--- config.mk ---
export PLATFORM = sky130hd
export DESIGN_NAME = gpio_keypad_scan_flat
export DESIGN_NICKNAME = d
export VERILOG_FILES = /design/src/rtl/gpio_keypad_scan_if.sv /design/src/rtl/gpio_keypad_scan.sv /design/src/flat_wrapper.sv
export SDC_FILE = /design/constraint.sdc
export NUM_CORES = 1
export LEC_CHECK = 0
export BUFFER_PORTS_ARGS = -buffer_cell sky130_fd_sc_hd__buf_2
export CORE_AREA = 3 3 96 166
export CTS_BUF_LIST = sky130_fd_sc_hd__clkbuf_2 sky130_fd_sc_hd__clkbuf_4 sky130_fd_sc_hd__clkbuf_8
export DETAILED_ROUTE_END_ITERATION = 8
export DIE_AREA = 0 0 99 169
export SYNTH_ARGS = -nofsm -noshare
export SYNTH_HDL_FRONTEND = slang
export SYNTH_SLANG_ARGS = --single-unit
--- constraint.sdc ---
create_clock -name clk -period 5.68 [get_ports clk]
set_input_delay 0.284 -clock clk [delete_from_list [all_inputs] [get_ports clk]]
set_output_delay 0.284 -clock clk [all_outputs]
set_load 0.02 [all_outputs]
--- src/rtl/gpio_keypad_scan_if.sv ---
// Event stream from the keypad scanner to the GPIO register block.
// Carries the FIFO head (valid/code) and the consumer's ready.
interface gpio_keypad_scan_if;
   logic       evt_valid;
   logic       evt_ready;
   logic [7:0] evt_code;

   modport master (output evt_valid, output evt_code, input evt_ready);
   modport slave  (input evt_valid, input evt_code, output evt_ready);
endinterface

--- src/rtl/gpio_keypad_scan.sv ---
// Matrix keypad scanner: column drive, per-key debounce, press/release event FIFO.
// Optional GPIO_KEYPAD_RELEASE_EVT_EN: when defined, release events are queued too.
module gpio_keypad_scan #(
   parameter int ROWS       = 4,
   parameter int COLS       = 4,
   parameter int SCAN_DIV   = 1000,
   parameter int DEBOUNCE   = 4,
   parameter int FIFO_DEPTH = 4
) (
   input  logic                   clk,
   input  logic                   rst,
   input  logic [ROWS-1:0]        keypad_row,
   output logic [COLS-1:0]        keypad_col,
   output logic [ROWS*COLS-1:0]   key_state,
   gpio_keypad_scan_if.master     evt,
   output logic                   overflow,
   input  logic                   ovf_clr
);
   localparam int KEYS = ROWS * COLS;
   localparam int DW   = $clog2(SCAN_DIV);
   localparam int CLW  = $clog2(COLS);
   localparam int CW   = $clog2(DEBOUNCE + 1);
   localparam int AW   = $clog2(FIFO_DEPTH);
   localparam int AW1  = AW + 1;

   logic [DW-1:0]  div_reg;
   logic [CLW-1:0] col_reg;
   logic           sample;

   assign sample = (div_reg == DW'(SCAN_DIV - 1));

   always_ff @(posedge clk) begin
      if (rst) begin
         div_reg <= '0;
         col_reg <= '0;
      end else if (sample) begin
         div_reg <= '0;
         col_reg <= (col_reg == CLW'(COLS - 1)) ? '0 : col_reg + CLW'(1);
      end else begin
         div_reg <= div_reg + DW'(1);
      end
   end

   assign keypad_col = ~(COLS'(1) << col_reg);

   logic [KEYS-1:0] stable_w;
   logic [KEYS-1:0] set_pend;

   // Each key only sees the sample taken while its own column is driven.
   genvar gi;
   generate
      for (gi = 0; gi < KEYS; gi++) begin : g_key
         localparam int R = gi / COLS;
         localparam int C = gi % COLS;
         logic [CW-1:0] cnt_reg;
         logic          stable_reg;
         logic          hit, raw, differ, done;

         assign hit    = sample && (col_reg == CLW'(C));
         assign raw    = ~keypad_row[R];
         assign differ = (raw != stable_reg);
         assign done   = (cnt_reg == CW'(DEBOUNCE - 1));

         always_ff @(posedge clk) begin
            if (rst) begin
               cnt_reg    <= '0;
               stable_reg <= 1'b0;
            end else if (hit) begin
               if (!differ) begin
                  cnt_reg <= '0;
               end else if (done) begin
                  cnt_reg    <= '0;
                  stable_reg <= raw;
               end else begin
                  cnt_reg <= cnt_reg + CW'(1);
               end
            end
         end

         assign stable_w[gi] = stable_reg;
`ifdef GPIO_KEYPAD_RELEASE_EVT_EN
         assign set_pend[gi] = hit && differ && done;
`else
         assign set_pend[gi] = hit && differ && done && raw;
`endif
      end
   endgenerate

   assign key_state = stable_w;

   logic [KEYS-1:0] pending_reg;
   logic [KEYS-1:0] pend_clr;
   logic            push;
   logic [7:0]      push_code;

   // Descending scan so the lowest pending index is the one left standing.
   always_comb begin
      push      = 1'b0;
      push_code = '0;
      pend_clr  = '0;
      for (int k = KEYS - 1; k >= 0; k--) begin
         if (pending_reg[k]) begin
            push      = 1'b1;
            push_code = {stable_w[k], 7'(k)};
            pend_clr  = KEYS'(1) << k;
         end
      end
   end

   always_ff @(posedge clk) begin
      if (rst) pending_reg <= '0;
      else     pending_reg <= (pending_reg & ~pend_clr) | set_pend;
   end

   logic [7:0]     mem [FIFO_DEPTH];
   logic [AW-1:0]  wr_ptr_reg, rd_ptr_reg;
   logic [AW:0]    count_reg;
   logic           overflow_reg;
   logic           valid, full, pop, wr_en, drop;

   assign valid = (count_reg != '0);
   assign full  = (count_reg == AW1'(FIFO_DEPTH));
   assign pop   = valid && evt.evt_ready;
   // A pop in the same cycle frees the slot the push needs.
   assign wr_en = push && (!full || pop);
   assign drop  = push && full && !pop;

   always_ff @(posedge clk) begin
      if (wr_en) mem[wr_ptr_reg] <= push_code;
   end

   always_ff @(posedge clk) begin
      if (rst) begin
         wr_ptr_reg   <= '0;
         rd_ptr_reg   <= '0;
         count_reg    <= '0;
         overflow_reg <= 1'b0;
      end else begin
         if (wr_en) wr_ptr_reg <= wr_ptr_reg + AW'(1);
         if (pop)   rd_ptr_reg <= rd_ptr_reg + AW'(1);
         count_reg <= count_reg + AW1'(wr_en) - AW1'(pop);
         if (drop)         overflow_reg <= 1'b1;
         else if (ovf_clr) overflow_reg <= 1'b0;
      end
   end

   assign evt.evt_valid = valid;
   assign evt.evt_code  = valid ? mem[rd_ptr_reg] : 8'h00;
   assign overflow      = overflow_reg;
endmodule
--- src/flat_wrapper.sv ---
// flat-port wrapper written by rule: the top's interface ports become plain ports
module gpio_keypad_scan_flat 
#(
   parameter int ROWS       = 4,
   parameter int COLS       = 4,
   parameter int SCAN_DIV   = 1000,
   parameter int DEBOUNCE   = 4,
   parameter int FIFO_DEPTH = 4
)
  (clk, rst, keypad_row, keypad_col, key_state, overflow, ovf_clr, evt_evt_valid, evt_evt_code, evt_evt_ready);
  gpio_keypad_scan_if evt_i ();
  input  logic clk;
  input  logic rst;
  input  logic [ROWS-1:0] keypad_row;
  output logic [COLS-1:0] keypad_col;
  output logic [ROWS*COLS-1:0] key_state;
  output logic overflow;
  input  logic ovf_clr;
  output wire logic [$bits(evt_i.evt_valid)-1:0] evt_evt_valid;
  output wire logic [$bits(evt_i.evt_code)-1:0] evt_evt_code;
  input wire logic [$bits(evt_i.evt_ready)-1:0] evt_evt_ready;
  assign evt_evt_valid = evt_i.evt_valid;
  assign evt_evt_code = evt_i.evt_code;
  assign evt_i.evt_ready = evt_evt_ready;
  gpio_keypad_scan #(.ROWS(ROWS), .COLS(COLS), .SCAN_DIV(SCAN_DIV), .DEBOUNCE(DEBOUNCE), .FIFO_DEPTH(FIFO_DEPTH)) u_core (.clk(clk), .rst(rst), .keypad_row(keypad_row), .keypad_col(keypad_col), .key_state(key_state), .evt(evt_i), .overflow(overflow), .ovf_clr(ovf_clr));
endmodule
==> run_results.csv <==
group,metric,value,unit
synth,synth_area_per_cell,9.23,um^2
sta,max_freq,392,MHz
power_and_ir_drop,power.leakage,2.31,nW
critical_path,crit_path_max_fanout,9,
grt,gr-total-overflow,0,
synth,synth_xor_area_share,4.04,%
run,max_cap_violations,0,
die,initial_utilization,39.4,%
clock_network,clock_latency,0.43,ns
finish,fillers,1446,
die,io_pins,38,
die,fp.dieH,169,um
place,gp_congestion,0.901,
die,core,14800,um^2
drt,via_count,4503,
synth,seq_area_frac_synth,45.2,%
drt,ant_nets,0,
clock_network,cts_made_buffers,17,
status,status,"finished, final reports clean",
clock_network,post_cts_buffers,0,
synth,synth.distinct_cells,56,
finish,final_cell_mix,"102 x dfxtp_1, 65 x a21oi_1, 57 x nand2_1",
grt,grt_use_total,16.7,%
sta,drv_slew,0,
critical_path,critical_path_arrival,2.85,ns
power_and_ir_drop,power_density,310,nW/um^2
drt,drtIter0Drc,185,
synth,synth_top_family_by_area,"simple AND/OR/NAND/NOR gates",
sta,setup_viol,0,
synth,synth_area,5850,um^2
sta,setup_tns,0,ns
clock_network,cts_buffer_depth,2,
power_and_ir_drop,power,2.00,mW
finish,diodes,0,
clock_network,clock-sinks,122,
drt,dr.pass1.iters,5,
finish,fin_nets,678,
synth,synth_enable_flop_cells,20,
finish,largest_reg_flops,48,
place,hpwl,10000,um
die,rows,59,
sta,finalHoldViolations,0,
die,die_area,16700,um^2
grt,grt_pass1_vias,4561,
clock_network,cts_tree,"done",
synth,synthCells,634,
grt,grt_pass1_wl,22200,um
drt,avgViaCountPerCell,5.37,
finish,mostFrequentLayoutCell,"dfxtp_1",
synth,ys_ff_latch,122,
synth,yosys-top-cells-area,"dfxtp_1 35%, edfxtp_1 10%, ha_1 5.8%",
clock_network,root_buffer,"clkbuf_8",
synth,synth-adder-area-share,6.12,%
finish,drive_above_1_share,12.8,%
synth,synth_ff_type,"dfxtp_1",
synth,synth.area.mux_share,2.78,%
finish,fin_util,43.5,%
synth,netlist.area_leader.share,34.9,%
critical_path,reg2reg_slack,3.13,ns
drt,drc,0,
power_and_ir_drop,irDropWorstVdd,0.139,mV
drt,routed_wl,13500,um
critical_path,cp.required,5.98,ns
sta,min_period,2.55,ns
grt,grt_max_degree,57,
place,port_buffers,34,
critical_path,critPathCaptureType,"register",
synth,synth-compound-area-share,11.7,%
finish,area_growth,10.3,%
synth,yosysTopAreaCell,"dfxtp_1",
hold_path,hp-class,"in -> reg",
sta,rsz0062_at_grt,"false",
drt,post_drt_wl_per_cell,16.1,um
sta,worst_pin_slew,1.03,ns
synth,ys_async_sr_fraction,0,%
place,postPlaceCellArea,6010,um^2
sta,fin_crit_sh,44.9,%
clock_network,ctsHoldBuffers,0,
critical_path,setup.worst_path.start_class,"register",
clock_network,clk_pin_slew_worst_paths,0.07,ns
synth,yosys.area_share.simple,23.6,%
synth,yosys_warnings,0,
sta,slew_headroom,31.1,%
grt,antenna_found_initial,0,
clock_network,htreeDepth,4,
critical_path,crit_type,"reg -> reg",
sta,fin_hold_ws,0.134,ns
sta,worst_clock_skew,0.0145,ns
die,die_w,99,um
clock_network,cts.repair.resized,0,
finish,final_area,6450,um^2
[stage by stage]
stage / instances / setup WS, ns
after floorplan: 636 / 3.21
after global placement: 806 / 3.27
after detailed placement: 806 / 3.17
after CTS: 838 / 3.15
after global routing: 838 / 2.86
final: 838 / 3.13
[worst paths after layout]
path | startpoint | end | cells after the start
max reg2reg | u_core.pending_reg[8] | u_core.count_reg[2] | 9
min reg2reg | u_core.g_key[9].cnt_reg[1] | u_core.g_key[9].cnt_reg[1] | 2
max | u_core.pending_reg[8] | u_core.count_reg[2] | 9
min | ovf_clr | u_core.overflow | 3
[worst max-delay path, cell delays in order (launching register included)]
cell     delay (ns)
dfxtp_1        0.38
nor4_1         0.50
nand3_1        0.33
o21ba_2        0.35
ha_1           0.21
inv_1          0.07
fa_1           0.19
xor2_1         0.20
xnor2_1        0.14
nor2_1         0.06
[cells by family (layout without fill, tap and decap cells)]
logic type | Yosys count | in the layout
AOI/OAI and AO/OA | 121 | 121
xor gates and xnor gates | 27 | 27
adders and majority gates | 28 | 28
buffers and inverters | 81 | 100
DFF | 122 | 122
muxes | 10 | 10
other | 1 | 3
and+or+nand+nor | 244 | 244
[where the power goes]
group	total, mW	switching [mW]	internal (mW)
combinational	0.227	0.127	0.100
clock	0.850	0.352	0.498
sequential	0.924	0.0269	0.897
total	2.00	0.506	1.50
[metal layers]
metal / GRT usage [%] / up-vias / wire length (um)
met5: 0 / - / 0
met4: 7.43 / 0 / 312
met3: 3.30 / 22 / 455
met1: 17.2 / 2152 / 5180
li1: - / 2235 / -
met2: 31.7 / 94 / 7520
[cell type report]
| cell class | instances | area [um^2] | share of cell area [%] |
|---|---|---|---|
| tap | 183 | 229 | 3.55 |
| inverter | 33 | 124 | 1.92 |
| clock inverter | 13 | 191 | 2.97 |
| clock buffer | 19 | 255 | 3.96 |
| sequential | 122 | 2640 | 40.9 |
| timing repair buffer | 35 | 178 | 2.75 |
| multi-input combinational | 433 | 2830 | 43.9 |
[cell usage after synthesis (all sizes together) (7+ instances only)]
| master | count |
|---|---|
| a21oi | 65 |
| xnor2 | 22 |
| nand3 | 20 |
| nor2 | 36 |
| inv | 33 |
| o21ai | 29 |
| dfxtp | 102 |
| nand4 | 13 |
| nand4b | 13 |
| nand2b | 15 |
| or3 | 14 |
| clkbuf | 23 |
| ha | 27 |
| nand2 | 59 |
| and2 | 10 |
| nor3 | 9 |
| buf | 25 |
| nor4 | 7 |
| nor3b | 19 |
| edfxtp | 20 |
No activity file was read; power rests on OpenSTA's default activity.
